[config.mk]
export PLATFORM = sky130hd
export DESIGN_NAME = processador_mips_multi
export DESIGN_NICKNAME = d
export VERILOG_FILES = /design/src/rtl/mips_pkg.sv /design/src/rtl/mips_multi_ctrl.sv /design/src/rtl/regfile.sv /design/src/rtl/ula.sv /design/src/rtl/processador_mips_multi.sv
export SDC_FILE = /design/constraint.sdc
export NUM_CORES = 2
export LEC_CHECK = 0
export BUFFER_PORTS_ARGS = -buffer_cell sky130_fd_sc_hd__buf_2
export CAP_MARGIN = 10
export CORE_ASPECT_RATIO = 1.4
export CORE_MARGIN = 4
export CORE_UTILIZATION = 48
export DETAILED_ROUTE_END_ITERATION = 16
export SLEW_MARGIN = 10
export SYNTH_ARGS = -nofsm -noshare
export SYNTH_HDL_FRONTEND = slang
export SYNTH_SLANG_ARGS = --single-unit
[constraint.sdc]
create_clock -name clock -period 45.4 [get_ports clock]
set_clock_uncertainty 0.2 [all_clocks]
set_input_delay 6.81 -clock clock [delete_from_list [all_inputs] [get_ports clock]]
set_output_delay 6.81 -clock clock [all_outputs]
set_load 0.005 [all_outputs]
[src/rtl/mips_pkg.sv]
// Shared constants for the multicycle MIPS core: opcodes, functs, FSM states, ALU ops.
package mips_pkg;

   typedef enum logic [2:0] {
      S_FETCH  = 3'd0,
      S_DECODE = 3'd1,
      S_EXEC   = 3'd2,
      S_MEM    = 3'd3,
      S_WB     = 3'd4,
      S_HALT   = 3'd7
   } state_e;

   typedef enum logic [2:0] {
      ALU_ADD, ALU_SUB, ALU_AND, ALU_OR, ALU_SLT, ALU_SLL, ALU_SRL
   } alu_op_e;

   localparam logic [5:0] OP_RTYPE = 6'h00;
   localparam logic [5:0] OP_J     = 6'h02;
   localparam logic [5:0] OP_JAL   = 6'h03;
   localparam logic [5:0] OP_BEQ   = 6'h04;
   localparam logic [5:0] OP_BNE   = 6'h05;
   localparam logic [5:0] OP_ADDI  = 6'h08;
   localparam logic [5:0] OP_SLTI  = 6'h0A;
   localparam logic [5:0] OP_ANDI  = 6'h0C;
   localparam logic [5:0] OP_ORI   = 6'h0D;
   localparam logic [5:0] OP_LW    = 6'h23;
   localparam logic [5:0] OP_SW    = 6'h2B;

   localparam logic [5:0] FN_SLL = 6'h00;
   localparam logic [5:0] FN_SRL = 6'h02;
   localparam logic [5:0] FN_ADD = 6'h20;
   localparam logic [5:0] FN_SUB = 6'h22;
   localparam logic [5:0] FN_AND = 6'h24;
   localparam logic [5:0] FN_OR  = 6'h25;
   localparam logic [5:0] FN_SLT = 6'h2A;

   function automatic logic op_legal(input logic [5:0] op, input logic en_jal);
      case (op)
         OP_RTYPE, OP_J, OP_BEQ, OP_BNE, OP_ADDI, OP_SLTI,
         OP_ANDI, OP_ORI, OP_LW, OP_SW: return 1'b1;
         OP_JAL:  return en_jal;
         default: return 1'b0;
      endcase
   endfunction

   function automatic logic funct_legal(input logic [5:0] fn);
      return fn inside {FN_SLL, FN_SRL, FN_ADD, FN_SUB, FN_AND, FN_OR, FN_SLT};
   endfunction

   function automatic alu_op_e alu_sel(input logic [5:0] op, input logic [5:0] fn);
      if (op == OP_RTYPE) begin
         case (fn)
            FN_SUB:  return ALU_SUB;
            FN_AND:  return ALU_AND;
            FN_OR:   return ALU_OR;
            FN_SLT:  return ALU_SLT;
            FN_SLL:  return ALU_SLL;
            FN_SRL:  return ALU_SRL;
            default: return ALU_ADD;
         endcase
      end
      case (op)
         OP_SLTI: return ALU_SLT;
         OP_ANDI: return ALU_AND;
         OP_ORI:  return ALU_OR;
         default: return ALU_ADD;
      endcase
   endfunction

endpackage

[src/rtl/mips_multi_ctrl.sv]
// Multicycle sequencer: state register, retire pulse/counter and halt flag.
module mips_multi_ctrl
   import mips_pkg::*;
#(
   parameter bit ENABLE_JAL = 1'b1
) (
   input  logic        clk_i,
   input  logic        rst_i,
   input  logic [5:0]  opcode_i,
   input  logic [5:0]  funct_i,
   input  logic        mem_ready_i,
   output state_e      state_o,
   output logic        instr_done_o,
   output logic [31:0] instr_count_o,
   output logic        halted_o
);
   state_e      state_q;
   logic        done_q;
   logic        halted_q;
   logic [31:0] count_q;
   logic        is_jump;
   logic        retire_c;

   assign is_jump = opcode_i inside {OP_BEQ, OP_BNE, OP_J, OP_JAL};

   // Retirement happens on every transition back into FETCH.
   always_comb begin
      retire_c = 1'b0;
      case (state_q)
         S_EXEC:  retire_c = is_jump;
         S_MEM:   retire_c = mem_ready_i && (opcode_i == OP_SW);
         S_WB:    retire_c = 1'b1;
         default: retire_c = 1'b0;
      endcase
   end

   always_ff @(posedge clk_i or posedge rst_i) begin
      if (rst_i) begin
         state_q  <= S_FETCH;
         done_q   <= 1'b0;
         halted_q <= 1'b0;
         count_q  <= 32'h0;
      end else begin
         done_q <= retire_c;
         if (retire_c) count_q <= count_q + 32'd1;
         case (state_q)
            S_FETCH:  if (mem_ready_i) state_q <= S_DECODE;
            S_DECODE: begin
               if (op_legal(opcode_i, ENABLE_JAL)) begin
                  state_q <= S_EXEC;
               end else begin
                  state_q  <= S_HALT;
                  halted_q <= 1'b1;
               end
            end
            S_EXEC: begin
               if (is_jump) begin
                  state_q <= S_FETCH;
               end else if (opcode_i inside {OP_LW, OP_SW}) begin
                  state_q <= S_MEM;
               end else if ((opcode_i != OP_RTYPE) || funct_legal(funct_i)) begin
                  state_q <= S_WB;
               end else begin
                  state_q  <= S_HALT;
                  halted_q <= 1'b1;
               end
            end
            S_MEM: begin
               if (mem_ready_i) begin
                  if (opcode_i == OP_SW) state_q <= S_FETCH;
                  else                   state_q <= S_WB;
               end
            end
            S_WB:    state_q <= S_FETCH;
            S_HALT:  state_q <= S_HALT;
            default: begin
               state_q  <= S_HALT;
               halted_q <= 1'b1;
            end
         endcase
      end
   end

   assign state_o       = state_q;
   assign instr_done_o  = done_q;
   assign instr_count_o = count_q;
   assign halted_o      = halted_q;
endmodule

[src/rtl/regfile.sv]
// 32x32 register file, two async read ports, one write port; R0 hardwired to zero.
module regfile (
   input  logic        clk_i,
   input  logic        rst_i,
   input  logic        we_i,
   input  logic [4:0]  waddr_i,
   input  logic [31:0] wdata_i,
   input  logic [4:0]  raddr_a_i,
   input  logic [4:0]  raddr_b_i,
   output logic [31:0] rdata_a_o,
   output logic [31:0] rdata_b_o
);
   logic [31:0] regs_q [32];

   always_ff @(posedge clk_i or posedge rst_i) begin
      if (rst_i) begin
         for (int i = 0; i < 32; i++) regs_q[i] <= 32'h0;
      end else if (we_i && (waddr_i != 5'd0)) begin
         regs_q[waddr_i] <= wdata_i;
      end
   end

   assign rdata_a_o = (raddr_a_i == 5'd0) ? 32'h0 : regs_q[raddr_a_i];
   assign rdata_b_o = (raddr_b_i == 5'd0) ? 32'h0 : regs_q[raddr_b_i];
endmodule

[src/rtl/ula.sv]
// Combinational ALU; shifts take their amount from a_i[4:0] and shift b_i.
module ula
   import mips_pkg::*;
(
   input  logic [31:0] a_i,
   input  logic [31:0] b_i,
   input  alu_op_e     op_i,
   output logic [31:0] res_o
);
   always_comb begin
      res_o = 32'h0;
      case (op_i)
         ALU_ADD: res_o = a_i + b_i;
         ALU_SUB: res_o = a_i - b_i;
         ALU_AND: res_o = a_i & b_i;
         ALU_OR:  res_o = a_i | b_i;
         ALU_SLT: res_o = {31'h0, $signed(a_i) < $signed(b_i)};
         ALU_SLL: res_o = b_i << a_i[4:0];
         ALU_SRL: res_o = b_i >> a_i[4:0];
         default: res_o = 32'h0;
      endcase
   end
endmodule

[src/rtl/processador_mips_multi.sv]
// Multicycle MIPS subset core with a single req/ready memory port shared by fetch and load/store.
module processador_mips_multi
   import mips_pkg::*;
#(
   parameter logic [31:0] RESET_PC   = 32'h0000_0000,
   parameter int unsigned ADDR_W     = 32,
   parameter bit          ENABLE_JAL = 1'b1
) (
   input  logic              clock,
   input  logic              reset_global,
   output logic              mem_req,
   output logic              mem_we,
   output logic [ADDR_W-1:0] mem_addr,
   output logic [31:0]       mem_wdata,
   input  logic [31:0]       mem_rdata,
   input  logic              mem_ready,
   output logic [31:0]       PC_out,
   output logic [31:0]       ALU_out,
   output logic [2:0]        state_out,
   output logic              instr_done,
   output logic [31:0]       instr_count,
   output logic              halted
);
   state_e      state;
   logic [31:0] pc_q, ir_q, a_q, b_q, mdr_q, alu_q;
   logic [5:0]  opcode, funct;
   logic [4:0]  rs, rt, rd, shamt;
   logic [31:0] imm_sext, imm_zext, rd_a, rd_b;
   logic [31:0] ula_a, ula_b, ula_y, addr_full;
   logic        rf_we;
   logic [4:0]  rf_waddr;
   logic [31:0] rf_wdata;

   assign opcode   = ir_q[31:26];
   assign rs       = ir_q[25:21];
   assign rt       = ir_q[20:16];
   assign rd       = ir_q[15:11];
   assign shamt    = ir_q[10:6];
   assign funct    = ir_q[5:0];
   assign imm_sext = {{16{ir_q[15]}}, ir_q[15:0]};
   assign imm_zext = {16'h0, ir_q[15:0]};

   mips_multi_ctrl #(.ENABLE_JAL(ENABLE_JAL)) u_ctrl (
      .clk_i         (clock),
      .rst_i         (reset_global),
      .opcode_i      (opcode),
      .funct_i       (funct),
      .mem_ready_i   (mem_ready),
      .state_o       (state),
      .instr_done_o  (instr_done),
      .instr_count_o (instr_count),
      .halted_o      (halted)
   );

   regfile u_rf (
      .clk_i     (clock),
      .rst_i     (reset_global),
      .we_i      (rf_we),
      .waddr_i   (rf_waddr),
      .wdata_i   (rf_wdata),
      .raddr_a_i (rs),
      .raddr_b_i (rt),
      .rdata_a_o (rd_a),
      .rdata_b_o (rd_b)
   );

   assign ula_a = ((opcode == OP_RTYPE) && (funct inside {FN_SLL, FN_SRL})) ? 32'(shamt) : a_q;
   assign ula_b = (opcode == OP_RTYPE) ? b_q :
                  (opcode inside {OP_ANDI, OP_ORI}) ? imm_zext : imm_sext;

   ula u_ula (
      .a_i   (ula_a),
      .b_i   (ula_b),
      .op_i  (alu_sel(opcode, funct)),
      .res_o (ula_y)
   );

   // Single write port: jal links in EXEC, everything else writes back in WB.
   always_comb begin
      rf_we    = 1'b0;
      rf_waddr = rt;
      rf_wdata = alu_q;
      if ((state == S_EXEC) && (opcode == OP_JAL)) begin
         rf_we    = 1'b1;
         rf_waddr = 5'd31;
         rf_wdata = pc_q;
      end else if (state == S_WB) begin
         rf_we    = 1'b1;
         rf_waddr = (opcode == OP_RTYPE) ? rd : rt;
         rf_wdata = (opcode == OP_LW) ? mdr_q : alu_q;
      end
   end

   always_ff @(posedge clock or posedge reset_global) begin
      if (reset_global) begin
         pc_q  <= RESET_PC;
         ir_q  <= 32'h0;
         a_q   <= 32'h0;
         b_q   <= 32'h0;
         mdr_q <= 32'h0;
         alu_q <= 32'h0;
      end else begin
         case (state)
            S_FETCH: begin
               if (mem_ready) begin
                  ir_q <= mem_rdata;
                  pc_q <= pc_q + 32'd4;
               end
            end
            S_DECODE: begin
               a_q   <= rd_a;
               b_q   <= rd_b;
               alu_q <= pc_q + {imm_sext[29:0], 2'b00};
            end
            S_EXEC: begin
               case (opcode)
                  OP_BEQ:       if (a_q == b_q) pc_q <= alu_q;
                  OP_BNE:       if (a_q != b_q) pc_q <= alu_q;
                  OP_J, OP_JAL: pc_q <= {pc_q[31:28], ir_q[25:0], 2'b00};
                  default:      if ((opcode != OP_RTYPE) || funct_legal(funct)) alu_q <= ula_y;
               endcase
            end
            S_MEM: if (mem_ready && (opcode == OP_LW)) mdr_q <= mem_rdata;
            default: ;
         endcase
      end
   end

   // Bus outputs derive from registers that are frozen while a transfer waits.
   assign addr_full = (state == S_MEM) ? alu_q : pc_q;
   assign mem_req   = ((state == S_FETCH) || (state == S_MEM)) && !reset_global;
   assign mem_we    = (state == S_MEM) && (opcode == OP_SW);
   assign mem_addr  = {addr_full[ADDR_W-1:2], 2'b00};
   assign mem_wdata = b_q;
   assign PC_out    = pc_q;
   assign ALU_out   = alu_q;
   assign state_out = state;
endmodule

==> impl_metrics.ini <==
[cts]
cts_root_buf = clkbuf_16
tritoncts = yes
clock_sinks = 1253
cts_max_level = 3
cts-resized-gates = 0
clk_transition_reported_paths_ps = 60
post_cts_buffers = 0
postCtsHoldBufs = 0
clock_latency_ps = 780
cts_made_buffers = 121
cts_buffer_depth = 3

[power]
peakVddDrop_v = 0.0000456
combPwrFrac = 0.509
intPower_mw = 3.00
p_sw_frac = 0.479
power_frac_clock = 0.190
p_switching_mw = 2.75
powerDensity_nw_per_um2 = 70.9
pwr-share-seq = 0.302
p_leak_nw = 35.4

[synthesis]
synthTopCellsByArea = dfrtp_1 42%, mux4_2 12%, o21ai_0 8.8%
ys_types = 104
yosysSeqAreaShare = 0.423
synth_simple_gate_area_frac = 0.118
synth.avg_cell_area_um2 = 9.62
synth_warnings = 0
synth-seq-cells = 1253
synth-compound-area-share = 0.176
syn-cell-area_um2 = 74200
synth_xor_area_frac = 0.0158
synth_top_area_frac = 0.423
synthAdderAreaFrac = 0.0242
synthArstFlopShare = 1.00
yosysTopAreaCell = dfrtp_1
synth_edf_count = 0
synth_top_family_by_area = multiplexers
netlist_instances = 7709
synth-main-ff-cell = dfrtp_1
muxShareOfSynthArea = 0.200

[timing]
tightest_slew_ps = 1340
timing.hold.ws_ps = 202
tns_ps = 0
hold_violations = 0
fmaxAchievable_mhz = 69.6
setup_violations = 0
fin_crit_ps = 14360
drv_slew = 0
relSlewSlack = 0.0974
fin_crit_sh = 0.316
rsz0062_at_grt = no

[global_routing]
grt_max_degree = 176
antenna_found_initial = 14
grt.total_usage = 0.367
grt_pass1_vias = 61600
grt_pass1_wl_um = 434000
grt_overflow_total = 0

[setup_path]
required_ps = 38390
crit_fanout = 2
worstPathArrival_ps = 7350
r2r-start = ir_q[27]
cp-start-kind = primary input
ff2ff_setup_slack_ps = 37950
reg2regPathDepth = 17
endpoint_kind = primary output
path_class = in2out
rr_endpoint = ALU_out[28]

[final_layout]
layout-drive-gt1-share = 0.167
area_growth_pct = 9.34
final_cell_mix = 1452 x nand2_1, 1269 x o21ai_0, 1243 x dfrtp_1
final_cells = 9641
layout_commonest_cell = nand2_1
finalNetCount = 7642
fillers = 14100

[placement]
io_buffers = 199
dp.cells = 9405
gp_congestion = 1.05
dp_hpwl_um = 188000

[worst_hold_path]
holdPathStages = 0
min_from = u_rf.regs_q[998]
min_to = u_rf.regs_q[998]
min_path_type = reg2reg

[detailed_routing]
vias = 62900
dr.pass1.iters = 5
drc = 0
routed_via_density = 6.52
wirelength_um = 299000
drt_iter0_drc = 6628
ant_nets = 0
wire_per_inst_um = 31.0

[floorplan]
num_io_pins = 202
die_h_um = 473
chipWidth_um = 340
core_um2 = 154000
start_util = 0.483
rows = 170
dieArea_um2 = 161000

[job]
maxCapViolCount = 0

[run_status]
status = finished clean
[worst max-delay path by stage]
stage | slack (ps) | depth (start not counted) | to | startpoint
after floorplan | 3080 | 1 | ALU_out[0] | reset_global
after global placement | 31030 | 5 | mem_req | reset_global
after detailed placement | 31050 | 5 | mem_req | reset_global
after CTS | 31040 | 5 | mem_req | reset_global
after global routing | 31010 | 5 | mem_req | reset_global
final | 31040 | 5 | mem_req | reset_global
[power by group through the flow]
stage          clock network (mW)  logic, mW  registers, mW
3_3_place_gp                    0       2.82           1.72
6_report                     1.09       2.92           1.73
4_1_cts                      1.10       2.84           1.72
3_5_place_dp                    0       2.84           1.74
2_1_floorplan                   0       1.91           1.55
5_1_grt                      1.15       3.08           1.76
[cells by family (layout without fill, tap and decap cells)]
logic type,Yosys count,count (layout)
AO/OA/AOI/OAI,2271,2271
AND/OR/NAND/NOR,2100,2100
flip-flops,1253,1253
multiplexers,974,974
buffers and inverters,834,689
adder cells (fa/ha/maj),142,142
XOR/XNOR,134,134
other,1,14
[cells in the mapped netlist (13+ instances only)]
cell      instances
nand2_1        1484
o21ai_0        1301
dfrtp_1        1253
clkbuf_1        574
mux2i_1         416
a21oi_1         395
mux4_2          385
nor2_1          234
mux2_2          168
ha_1            139
inv_1           116
o22ai_1         114
nand3_1         109
xnor2_1         105
o221ai_1         97
buf_1            84
nor3_1           73
o211ai_1         52
buf_2            42
nand4_1          39
a21o_1           36
nand2b_1         36
a211oi_1         34
a221oi_1         32
xor2_1           29
a31oi_1          23
and3_1           23
a22o_1           18
nor4_1           16
or3_1            16
o31ai_1          15
o21bai_1         14
a311oi_1         13
[worst max-delay path, stage by stage]
cell,delay [ps]
buf_2,140
nor2_1,90
nand2_1,60
a21oi_1,120
buf_2,130
[metal layers]
metal	track usage	vias up	routed length [µm]
met1	0.453	31500	112000
met3	0.0634	904	23400
li1	-	27300	-
met2	0.590	3127	140000
met5	0	-	28
met4	0.252	4	24300
[state kept, by name, indices dropped and copies added (netlist names)]
name and count:
mem_wdata 32, ir_q 32, a_q 32, u_ctrl.instr_done_o 1, u_rf.regs_q 1024, u_ctrl.instr_count_o 32
u_ctrl.state_o 3, ALU_out 32, mdr_q 32, PC_out 32, u_ctrl.halted_o 1
[per-stage QoR]
stage          area [µm²]  utilization  setup slack (ps)  total power, mW
2_1_floorplan       74200            -              3080             3.46
6_report            81100        0.528             31040             5.75
3_5_place_dp        76800        0.500             31050             4.58
3_3_place_gp        76800        0.500             31030             4.54
4_1_cts             81100        0.528             31040             5.67
5_1_grt             81100        0.528             31010             5.99
[cell type report]
cell class,count,area (µm²),share of cell area
diodes,12,30.0,0.000370
clock buffers,168,3570,0.0440
clock inverters,55,676,0.00833
inverters,119,457,0.00563
multi-input cells,5623,40200,0.496
flip-flops and latches,1253,31400,0.387
well taps,2064,2580,0.0318
repair buffers,347,2220,0.0274
(Power assumes the default switching activity.)
